[src/rtl/cpu_mc_control_fsm.sv]
// Multicycle RV32I control FSM: sequences fetch/decode/execute/memory/writeback,
// with memory wait states, optional RV32M handoff and illegal-instruction trapping.
module cpu_mc_control_fsm #(
    parameter bit MEM_WAIT_EN = 1'b1,
    parameter bit MEXT_EN     = 1'b0,
    parameter bit TRAP_EN     = 1'b1
) (
    input  logic       clk,
    input  logic       rst,
    input  logic [6:0] opc,
    input  logic [2:0] funct3,
    input  logic [6:0] funct7,
    input  logic       z_flag,
    input  logic       mem_ready,
    input  logic       mdu_done,
    output logic       pc_wr_en,
    output logic       mem_addr_src,
    output logic       mem_rd_en,
    output logic       mem_wr_en,
    output logic       instr_wr_en,
    output logic [1:0] result_src,
    output logic [3:0] alu_op_sel,
    output logic [1:0] alu_a_src,
    output logic [1:0] alu_b_src,
    output logic [2:0] imd_src,
    output logic       regfl_wr_en,
    output logic       mdu_start,
    output logic       trap
);

    // LUI and AUIPC share one state (UPPER) so the full state set fits in 4 bits.
    typedef enum logic [3:0] {
        S_FETCH, S_DECODE, S_MEM_ADDR, S_MEM_RD, S_MEM_WB, S_MEM_WR,
        S_EXEC_R, S_EXEC_I, S_ALU_WB, S_BRANCH, S_JAL, S_JALR,
        S_LINK, S_UPPER, S_MDU, S_TRAP
    } state_t;

    localparam logic [6:0] OP_LOAD   = 7'b0000011;
    localparam logic [6:0] OP_STORE  = 7'b0100011;
    localparam logic [6:0] OP_R      = 7'b0110011;
    localparam logic [6:0] OP_I      = 7'b0010011;
    localparam logic [6:0] OP_BRANCH = 7'b1100011;
    localparam logic [6:0] OP_JAL    = 7'b1101111;
    localparam logic [6:0] OP_JALR   = 7'b1100111;
    localparam logic [6:0] OP_LUI    = 7'b0110111;
    localparam logic [6:0] OP_AUIPC  = 7'b0010111;

    localparam logic [3:0] ALU_ADD  = 4'd0, ALU_SUB = 4'd1, ALU_AND = 4'd2, ALU_OR  = 4'd3,
                           ALU_XOR  = 4'd4, ALU_SLT = 4'd5, ALU_SLTU = 4'd6, ALU_SLL = 4'd7,
                           ALU_SRL  = 4'd8, ALU_SRA = 4'd9;

    localparam state_t S_ILLEGAL = TRAP_EN ? S_TRAP : S_FETCH;

    state_t state_q, state_d;
    logic   first_q, first_d;
    logic   ready;
    logic   r_is_mdu, r_is_base, taken;

    assign ready     = MEM_WAIT_EN ? mem_ready : 1'b1;
    assign r_is_base = (funct7 == 7'b0000000) || (funct7 == 7'b0100000);
    assign r_is_mdu  = MEXT_EN && (funct7 == 7'b0000001);

    function automatic logic [3:0] alu_decode(input logic [2:0] f3, input logic alt, input logic is_r);
        logic [3:0] op;
        case (f3)
            3'b000:  op = (is_r && alt) ? ALU_SUB : ALU_ADD;
            3'b001:  op = ALU_SLL;
            3'b010:  op = ALU_SLT;
            3'b011:  op = ALU_SLTU;
            3'b100:  op = ALU_XOR;
            3'b101:  op = alt ? ALU_SRA : ALU_SRL;
            3'b110:  op = ALU_OR;
            default: op = ALU_AND;
        endcase
        return op;
    endfunction

    // Equality branches compare via SUB, ordered ones via SLT/SLTU; zero flag picks the sense.
    always_comb begin
        case (funct3)
            3'b000, 3'b101, 3'b111: taken = z_flag;
            3'b001, 3'b100, 3'b110: taken = !z_flag;
            default:                taken = 1'b0;
        endcase
    end

    always_comb begin
        state_d      = state_q;
        pc_wr_en     = 1'b0;
        mem_addr_src = 1'b0;
        mem_rd_en    = 1'b0;
        mem_wr_en    = 1'b0;
        instr_wr_en  = 1'b0;
        result_src   = 2'd0;
        alu_op_sel   = ALU_ADD;
        alu_a_src    = 2'd0;
        alu_b_src    = 2'd0;
        imd_src      = 3'd0;
        regfl_wr_en  = 1'b0;
        mdu_start    = 1'b0;
        trap         = 1'b0;

        case (state_q)
            S_FETCH: begin
                mem_rd_en   = 1'b1;
                alu_b_src   = 2'd2;
                result_src  = 2'd2;
                instr_wr_en = ready;
                pc_wr_en    = ready;
                if (ready) state_d = S_DECODE;
            end
            S_DECODE: begin
                alu_a_src = 2'd1;
                alu_b_src = 2'd1;
                imd_src   = (opc == OP_JAL) ? 3'd4 : 3'd2;
                case (opc)
                    OP_LOAD, OP_STORE: state_d = S_MEM_ADDR;
                    OP_R: begin
                        if (r_is_mdu)       state_d = S_MDU;
                        else if (r_is_base) state_d = S_EXEC_R;
                        else                state_d = S_ILLEGAL;
                    end
                    OP_I:      state_d = S_EXEC_I;
                    OP_BRANCH: state_d = (funct3[2:1] == 2'b01) ? S_ILLEGAL : S_BRANCH;
                    OP_JAL:    state_d = S_JAL;
                    OP_JALR:   state_d = S_JALR;
                    OP_LUI, OP_AUIPC: state_d = S_UPPER;
                    default:   state_d = S_ILLEGAL;
                endcase
            end
            S_MEM_ADDR: begin
                alu_a_src = 2'd2;
                alu_b_src = 2'd1;
                imd_src   = opc[5] ? 3'd1 : 3'd0;
                state_d   = opc[5] ? S_MEM_WR : S_MEM_RD;
            end
            S_MEM_RD: begin
                mem_addr_src = 1'b1;
                mem_rd_en    = 1'b1;
                if (ready) state_d = S_MEM_WB;
            end
            S_MEM_WB: begin
                result_src  = 2'd1;
                regfl_wr_en = 1'b1;
                state_d     = S_FETCH;
            end
            S_MEM_WR: begin
                mem_addr_src = 1'b1;
                mem_wr_en    = 1'b1;
                if (ready) state_d = S_FETCH;
            end
            S_EXEC_R: begin
                alu_a_src  = 2'd2;
                alu_op_sel = alu_decode(funct3, funct7[5], 1'b1);
                state_d    = S_ALU_WB;
            end
            S_EXEC_I: begin
                alu_a_src  = 2'd2;
                alu_b_src  = 2'd1;
                alu_op_sel = alu_decode(funct3, funct7[5], 1'b0);
                state_d    = S_ALU_WB;
            end
            S_ALU_WB: begin
                regfl_wr_en = 1'b1;
                state_d     = S_FETCH;
            end
            S_BRANCH: begin
                alu_a_src  = 2'd2;
                alu_op_sel = !funct3[2] ? ALU_SUB : (funct3[1] ? ALU_SLTU : ALU_SLT);
                pc_wr_en   = taken;
                state_d    = S_FETCH;
            end
            S_JAL: begin
                pc_wr_en = 1'b1;
                state_d  = S_LINK;
            end
            S_JALR: begin
                alu_a_src  = 2'd2;
                alu_b_src  = 2'd1;
                result_src = 2'd2;
                pc_wr_en   = 1'b1;
                state_d    = S_LINK;
            end
            S_LINK: begin
                alu_a_src   = 2'd1;
                alu_b_src   = 2'd2;
                result_src  = 2'd2;
                regfl_wr_en = 1'b1;
                state_d     = S_FETCH;
            end
            S_UPPER: begin
                alu_a_src = opc[5] ? 2'd3 : 2'd1;
                alu_b_src = 2'd1;
                imd_src   = 3'd3;
                state_d   = S_ALU_WB;
            end
            S_MDU: begin
                mdu_start = first_q;
                if (mdu_done) begin
                    result_src  = 2'd3;
                    regfl_wr_en = 1'b1;
                    state_d     = S_FETCH;
                end
            end
            S_TRAP: trap = 1'b1;
            default: state_d = S_FETCH;
        endcase

        first_d = (state_d == S_MDU) && (state_q != S_MDU);

        // State is already FETCH asynchronously in reset; only enables need masking.
        if (rst) begin
            pc_wr_en    = 1'b0;
            instr_wr_en = 1'b0;
            mem_rd_en   = 1'b0;
            mem_wr_en   = 1'b0;
            regfl_wr_en = 1'b0;
            mdu_start   = 1'b0;
            trap        = 1'b0;
        end
    end

    always_ff @(posedge clk or posedge rst) begin
        if (rst) begin
            state_q <= S_FETCH;
            first_q <= 1'b0;
        end else begin
            state_q <= state_d;
            first_q <= first_d;
        end
    end

endmodule

[config.mk]
export PLATFORM = sky130hd
export DESIGN_NAME = cpu_mc_control_fsm
export DESIGN_NICKNAME = d
export VERILOG_FILES = /design/src/rtl/cpu_mc_control_fsm.sv
export SDC_FILE = /design/constraint.sdc
export NUM_CORES = 1
export LEC_CHECK = 0
export BUFFER_PORTS_ARGS = -buffer_cell sky130_fd_sc_hd__buf_2
export CORE_MARGIN = 8
export CORE_UTILIZATION = 50
export CTS_BUF_LIST = sky130_fd_sc_hd__clkbuf_16
export CTS_CLUSTER_SIZE = 28
export DETAILED_ROUTE_END_ITERATION = 8
export PLACE_DENSITY_LB_ADDON = 0.1
export SLEW_MARGIN = 30
export SYNTH_ARGS = -nofsm -noshare
export SYNTH_HDL_FRONTEND = slang
export SYNTH_SLANG_ARGS = --single-unit
[constraint.sdc]
create_clock -name clk -period 2.35 [get_ports clk]
set_input_delay 0.47 -clock clk [delete_from_list [all_inputs] [get_ports clk]]
set_output_delay 0.47 -clock clk [all_outputs]
set_load 0.05 [all_outputs]
### Word-level counts from Yosys, hierarchy flattened

Index checks and enable logic that the tools add are counted.

| operators by class | value |
|---|---|
| equality and inequality tests | 35 |
| mux-type cells | 41 |
| reductions and logical operators | 21 |

Operator list:

| cell | number |
|---|---|
| $pmux 4 s7 | 3 |
| $eq 4x4->1 const B | 9 |
| $pmux 4 s9 | 1 |
| $eq 7x6->1 const B | 4 |
| $eq 7x7->1 const B | 3 |
| $mux 4 | 5 |
| $mux 1 | 17 |
| $eq 4x3->1 const B | 4 |
| $reduce_or 3->1 | 5 |
| $eq 7x5->1 const B | 2 |
| $reduce_or 2->1 | 7 |
| $eq 3x3->1 const B | 4 |
| $mux 3 | 4 |
| $pmux 2 s3 | 2 |
| $pmux 4 s3 | 1 |
| $reduce_or 5->1 | 2 |
| $pmux 3 s3 | 1 |
| $eq 4x2->1 const B | 2 |
| $eq 7x2->1 const B | 1 |
| $logic_not 7->1 | 1 |
| $eq 3x2->1 const B | 2 |
| $mux 2 | 3 |
| $eq 4x1->1 const B | 1 |
| $logic_not 4->1 | 1 |
| 11 further kinds | 12 |

| word-level totals | value |
|---|---|
| input port bits | 22 |
| output and inout port bits | 21 |
| register bits after elaboration | 5 |
| logic and storage cells | 99 |

### Longest topological paths before layout

Gate-level depths: netlist of run 1.

| logic depth | value |
|---|---|
| depth in word-level cells | 7 |
| depth in mapped cells | 6 |
| gate-level depth less buffers | 4 |

### Least setup slack after synthesis of run 1

No wires, ideal clock.

| path | value |
|---|---|
| path type | reg-to-output |
| start point | register state_q[2] |
| end point | output mem_rd_en |
| data required time | 1880 ps |
| slack | -441 ps |
| arrival time | 2321 ps |
| path buffers | 2 |
| cell stages (with the launch flop) | 5 |
| cells stage by stage | dfrtp_1 -> buf_6 -> or2_0 -> buf_6 -> nor4_1 |

| on the way | value |
|---|---|
| cells in the longest elaborated chain, start to end | 4 |
| elaborated cells between the ends (all ways) | 5 |
| those cells by class | eq/ne (1); mux (2); reduce/logical (2) |

Ends and longest elaborated chain:

| element | RTL line | RTL |
|---|---|---|
| start, declared | 54 | `state_t state_q, state_d;` |
| start signal, assigned | 228 | `state_q <= state_d;` |
| $eq 4x2->1 / $logic_not 4->1 (equally long branches) | 103 | `case (state_q)` |
| $reduce_or 2->1 (no source line) * | n/a |  |
| $mux 1 * | 103 |  |
| $mux 1 * | 212 | `if (rst) begin` |
| end, declared | 18 | `output logic mem_rd_en,` |

Every way passes the cells marked *; elsewhere a longest branch is shown, timed or not.

### Worst setup path in the final report of run 1

| path | value |
|---|---|
| start point | register state_q[2] |
| end point | output alu_op_sel[0] |

| on the way | value |
|---|---|
| cells in the longest elaborated chain, start to end | 2 |
| elaborated cells between the ends (all ways) | 4 |
| those cells by class | eq/ne (3); mux (1) |

Ends and longest elaborated chain:

| element | RTL line | RTL |
|---|---|---|
| $eq 4x4->1 / $eq 4x3->1 (equally long branches) | 103 |  |
| $pmux 4 s3 * | 103 |  |
| end, declared | 22 | `output logic [3:0] alu_op_sel,` |

Marks and branches as above.

==> results.md, run 1 <==
* Outcome: finished, final reports clean
* Synth area leader: dfrtp_1
* N_diodes at 0
* Post-synthesis mux area share at 1.07%
* TritonCTS clock tree: built
* Inst Count DP at 195
* Final HPWL DP at 2.27 mm
* Top area cells in the synthesized netlist: dfrtp_1 (13%), nor3_1 (5.9%), o21ai_0 (5.3%)
* Final slew viol count at 0
* Drt drc at 0
* Routed WL per cell at 14.6 um
* First-pass GRT wire length at 4.80 mm
* Met2 WL post-DR at 1.43 mm
* Largest family of logic cells by synthesized area: simple AND/OR/NAND/NOR gates
* Reg2Reg Depth at 6
* Drt total wl at 2.91 mm
* Req. time, crit path at 1880 ps
* Unrepaired setup endpoints after global routing: false
* Most common cell after layout, fill and taps aside: buf_2
* Top sig layer: met4
* Clock Skews at 3.37 ps
* Ys flop type: dfrtp_1
* Initial antenna violation count at 0
* Fin cells at 199
* Width of the die at 59.3 um
* Post-route clock period utilization at 93.2%
* Crit-path max FO at 9
* Synth Area in XOR/XNOR at ~4.5%
* Fmax at 457 MHz
* Leakage at ~0.57 nW
* Setup WS pre-CTS at 296 ps
* Reg clk slew, reported paths at 30 ps
* Worst-Skew Late Latency at 230 ps
* Synth unique cells at between 40 and 50
* H-Tree Depth at 1
* CTS Root Cell: clkbuf_16
* Final setup fails at 0
* Hold Path Class: in2async
* Inserted Clock Buffers at 3
* Yosys warns at 0
* Synth Instances at roughly 130
* Commonest cells after routing, fill and taps aside: buf_2 (42), nand2_1 (13), o21ai_0 (8)
* Post-DRT Antenna Nets at 0
* PwrDens at 1420 nW/um^2
* Pwr Total at 0.00181 W
* Clock buffer depth at 2
* Mapped Area at 937 um^2
* Vias/cell at 5.76
* Syn Area/Cell at 7.10 um^2
* Starting DRT DRC Count at 25
* Total GRT Usage at between 15 and 20%
* Die Area at between 3000 and 4000 um^2
* Synth Register Bits at 5
* Synth Area in Compound Gates at between 20% and 30%
* Share of the synthesized area in the top cell type at about an eighth
* Layout cells sized above 1 at 39.7%
* Post-synthesis sequential area ratio at 13.4%
* Synth-to-layout area growth at 35.5%
* Fin nets at 197
* Grt ovf at 0
* Clock Sinks at 5
* Final hold vios at 0
* CORE AREA at 1750 um^2
* CP Launch Type: flip-flop
* Arr. time, crit path at 1720 ps
* PnR worst setup slack at 161 ps
* CP Capture Type: output pin
* Number of synthesized flops with an enable pin at 0
* Critical path type: reg2out
* Routability cong. at 0.843
* Setup total negative slack at 0 ps
* Vias at roughly 1100
* Pin count of the biggest net entering global routing at 18
* Max cap viols at 0
* Die height at around 60 um
* Syn Nets at around 150
* Vias in the first global route at 1108
* Post-Synth Simple-Gate Area at between 40% and 50%
* Worst VDD drop at 755 uV
* Post-Synth Adder-Cell Area at 0%
* Met1 WL at 1.25 mm
* # rows at 15
* IO Count at between 40 and 50
* Met3 WL post-DR at 200 um
* 1st-pass router iterations at 4
* Initial core utilization at 53.7%
* Port bufs at 42
* FFs w/ async S/R, synth at 100%
* Tmin final at 2190 ps
## power breakdown
| group | total, W | internal (W) | switching [W] |
|---|---|---|---|
| Clock | 0.000274 | 0.000220 | 0.0000535 |
| Sequential | 0.000174 | 0.000119 | 0.0000555 |
| Combinational | 0.00136 | 0.000434 | 0.000926 |
| Total | 0.00181 | 0.000773 | 0.00104 |
## registers in the layout, indices dropped and copies added, names as in the netlist
signal and flops:
state_q 4, first_q 1
## per-layer routing
metal	vias up	track usage [%]
met1	525	19.9
li1	569	-
met4	0	6.48
met2	48	29.3
met5	-	0
met3	4	3.47
## synthesized netlist by cell type (all sizes together), types with 2 or more instances
cell type / count
a21oi: 7
a31oi: 5
and2: 2
and3: 3
buf: 11
dfrtp: 5
inv: 5
nand2: 13
nand2b: 2
nand3: 4
nand3b: 4
nand4: 2
nor2: 7
nor2b: 5
nor3: 11
nor3b: 4
nor4: 2
o211ai: 5
o21a: 2
o21ai: 10
o32ai: 2
or3: 3
xnor2: 3
## stage by stage
| stage | util, % | area (um^2) | hold slack, ps |
|---|---|---|---|
| after floorplan | - | 971 | 254 |
| after global placement | 67.9 | 1180 | 450 |
| after detailed placement | 67.9 | 1180 | 455 |
| after CTS | 72.4 | 1260 | 223 |
| after global routing | 72.8 | 1270 | 239 |
| final | 72.8 | 1270 | 221 |
## critical path, stage by stage, from the launching register on
cell and delay, ps:
dfrtp_1 470, inv_1 170, and3_1 220, a21boi_0 120, or3_1 300, buf_2 210
## worst paths after layout
| kind | start | to | slack (ps) |
|---|---|---|---|
| setup / recovery | state_q[2] | alu_op_sel[0] | 160 |
| setup reg to reg | state_q[2] | state_q[0] | 550 |
| min in group clk | opc[4] | state_q[0] | 610 |
| hold / removal | rst | state_q[2] | 220 |
| max in group asynchronous | rst | state_q[1] | 1940 |
| hold reg to reg | state_q[1] | state_q[3] | 710 |
## kinds of logic (layout without fill, tap and decap cells)
group	after synthesis	count (layout)
AOI/OAI and AO/OA	40	40
other	1	1
muxes	1	1
xor gates and xnor gates	4	4
and+or+nand+nor	65	65
buffers and inverters	16	58
DFF	5	5
## cell type report
| type | count | area [um^2] |
|---|---|---|
| flip-flops and latches | 5 | 126 |
| multi-input cells | 111 | 752 |
| clock inverters | 1 | 3.75 |
| inverters | 5 | 18.8 |
| fillers | 160 | 475 |
| well taps | 25 | 31.3 |
| clock buffers | 3 | 75.1 |
| repair buffers | 49 | 263 |
## timing repair
item | 4_1_cts | 5_1_grt
gates resized for setup | 0 | 2
endpoints found under the hold margin | 0 | 0
endpoints found under the setup margin | 0 | 4
setup buffers | 0 | 0
hold buffers | 0 | 0
(Power assumes the default switching activity.)
==> run 2, diff against run 1 <==
BUFFER_PORTS_ARGS = -buffer_cell sky130_fd_sc_hd__clkbuf_2   (was -buffer_cell sky130_fd_sc_hd__buf_2)
==> run 2 against run 1 <==
  * Worst setup slack lost 20 ps
  * Largest power group unchanged
  * Clock skew decreased by 2.8 ps
  * Via count rose by 0.96%
  * Critical endpoint unchanged
  * Die area unchanged
  * Clock power hardly changed
  * Final cell count unchanged
  * Fmax shrank 0.90%
  * Core utilization increased by 0.14 points
==> results.md, run 2 (synthesis results as in run 1) <==
* Outcome: finished, final reports clean (unchanged)
* Drt total wl at 2.88 mm (was 2.91 mm)
* Vias/cell at 5.81 (was 5.76)
* IO Count at 43 (unchanged)
* Clock power frac at 15.1% (about the same)
* Max cap viols at 0 (unchanged)
* Top Registers: state_q: 4 flops, first_q: 1 flops (unchanged)
* Worst-Skew Late Latency at 230 ps (about the same)
* CP max-delay cell: dfrtp_2 (was dfrtp_1)
* TritonCTS clock tree: built (unchanged)
* Reg clk slew, reported paths at 30 ps (about the same)
* Setup total negative slack at 0 ps (unchanged)
* N_diodes at 0 (unchanged)
* Pin count of the biggest net entering global routing at 18 (unchanged)
* Grt ovf at 0 (unchanged)
* Final hold vios at 0 (unchanged)
* First-pass GRT wire length at 4.94 mm (was 4.80 mm)
* Leakage at 0.561 nW (was 0.574 nW)
* Die height at 59.3 um (unchanged)
* Critical path type: reg2out (unchanged)
* PnR worst setup slack at 141 ps (was 161 ps)
* Tmin final at 2210 ps (was 2190 ps)
* Hold Path Class: in2async (unchanged)
* CORE AREA at 1750 um^2 (unchanged)
* Fmax at 453 MHz (was 457 MHz)
* Vias at 1157 (was 1146)
* H-Tree Depth at 1 (unchanged)
* Sequential Power Share at 11.1% (was 9.6%)
* Clock buffer depth at 2 (unchanged)
* Initial core utilization at 53.7% (unchanged)
* Width of the die at 59.3 um (unchanged)
* Hold_buf cts at 0 (unchanged)
* Post-route clock period utilization at 94.0% (was 93.2%)
* Met1 Usage GRT at 20.4% (was 19.9%)
* Total GRT Usage at 17.7% (was 17.0%)
* Die Area at 3520 um^2 (unchanged)
* CP Launch Type: flip-flop (unchanged)
* # resized after CTS at 0 (unchanged)
* Largest reg by FF count: state_q (unchanged)
* Placed standard-cell area at 1180 um^2 (unchanged)
* Synth-to-layout area growth at 35.8% (was 35.5%)
* Multi-input gate area in the final layout at 752 um^2 (unchanged)
* Inserted Clock Buffers at 3 (unchanged)
* Starting DRT DRC Count at 20 (was 25)
* CP Cell Sequence: nor2b_2 > nand4_1 > a211oi_1 > or3_1 > clkbuf_2 (was inv_1 > and3_1 > a21boi_0 > or3_1 > buf_2)
* Final HPWL DP at 2.35 mm (was 2.27 mm)
* Final slew viol count at 0 (unchanged)
* Flip-flop count of the largest register after layout at 4 (unchanged)
* Post-CTS setup buffer count at 0 (unchanged)
* 1st-pass router iterations at 4 (unchanged)
* Setup WS pre-CTS at 269 ps (was 296 ps)
* CTS Root Cell: clkbuf_16 (unchanged)
* # rows at 15 (unchanged)
* Post-route cell area at 1270 um^2 (about the same)
* Vias in the first global route at 1157 (was 1108)
* Initial antenna violation count at 0 (unchanged)
* Drt drc at 0 (unchanged)
* Unrepaired setup endpoints after global routing: false (unchanged)
* Most common cell after layout, fill and taps aside: clkbuf_2 (was buf_2)
* P_sw at 0.00104 W (about the same)
* Switching Share at 57.4% (was 57.3%)
* Worst VDD drop at 653 uV (was 755 uV)
* Fin nets at 197 (unchanged)
* Arr. time, crit path at 1740 ps (was 1720 ps)
* Req. time, crit path at 1880 ps (about the same)
* Clock Skews at 0.544 ps (was 3.37 ps)
* Fillers at 148 (was 160)
* PwrDens at 1420 nW/um^2 (about the same)
* Gate power share at 73.8% (was 75.2%)
* Routed WL per cell at 14.5 um (was 14.6 um)
* Clock Sinks at 5 (unchanged)
* Crit-path max FO at 12 (was 9)
* Sequential cell area in the final layout at 129 um^2 (was 126 um^2)
* Met2 Use GR at 29.9% (was 29.3%)
* GR met3 Demand/Resource at 3.69% (was 3.47%)
* Internal power at 0.000771 W (was 0.000773 W)
* Post-DRT Antenna Nets at 0 (unchanged)
* Routability cong. at 0.851 (was 0.843)
* Global routing's busiest layer: met2 (unchanged)
* Port bufs at 42 (unchanged)
* Final setup fails at 0 (unchanged)
* CP max stage delay at 470 ps (about the same)
* CP Capture Type: output pin (unchanged)
* Layout cells sized above 1 at 40.8% (was 39.7%)
* Commonest cells after routing, fill and taps aside: clkbuf_2 (42), nand2_1 (13), o21ai_0 (8) (was buf_2 (42), nand2_1 (13), o21ai_0 (8))
==> run 2: cell count changes in the layout (fill, tap and decap cells not counted) <==
cell	delta
dfrtp_2	+2
clkbuf_2	+42
buf_2	-42
dfrtp_1	-2
==> run 2: worst paths after layout <==
| check | startpoint | end | slack [ps] | depth (start not counted) |
|---|---|---|---|---|
| worst max register to register | state_q[3] | state_q[0] | 770 | 5 |
| worst min-delay path | rst | first_q | 230 | 2 |
| worst min register to register | state_q[1] | state_q[3] | 690 | 2 |
| worst max-delay path | state_q[1] | alu_op_sel[0] | 140 | 5 |
| max in group asynchronous | rst | state_q[3] | 1940 | 2 |
| min in group clk | opc[4] | state_q[0] | 600 | 3 |
==> run 2: per-stage QoR <==
| step | utilization (%) | cells | hold slack (ps) | power (W) |
|---|---|---|---|---|
| floorplan | - | 132 | 254 | 0.00128 |
| global placement | 67.9 | 195 | 462 | 0.00150 |
| detailed placement | 67.9 | 195 | 471 | 0.00153 |
| CTS | 72.4 | 199 | 238 | 0.00181 |
| global route | 72.9 | 199 | 273 | 0.00193 |
| finish | 72.9 | 199 | 228 | 0.00181 |
==> run 2: final cells by class <==
type                            count  area share [%]
Clock buffer                        3            5.90
Clock inverter                      1           0.295
Inverter                            5            1.47
Multi-Input combinational cell    111            59.1
Sequential cell                     5            10.1
Tap cell                           25            2.46
Timing Repair Buffer               49            20.6
==> run 2: metal layers <==
metal  up-vias  wire length (um)
li1        570                 -
met1       535              1210
met2        46              1420
met3         6               181
met4         0                59
met5         -                 0
==> run 2: worst max-delay path: cells and delay by family (launching register included) <==
kind / cells / cell delay, ps
flops: 1 / 470
compound gates: 1 / 190
simple gates: 3 / 580
buf+inv: 1 / 260
==> run 2: power by group through the flow <==
stage | Combinational [W] | Sequential (W) | Clock (W)
floorplan | 0.00115 | 0.000132 | 0
global placement | 0.00131 | 0.000191 | 0
detailed placement | 0.00133 | 0.000193 | 0
CTS | 0.00134 | 0.000193 | 0.000276
global route | 0.00143 | 0.000210 | 0.000287
finish | 0.00133 | 0.000200 | 0.000274
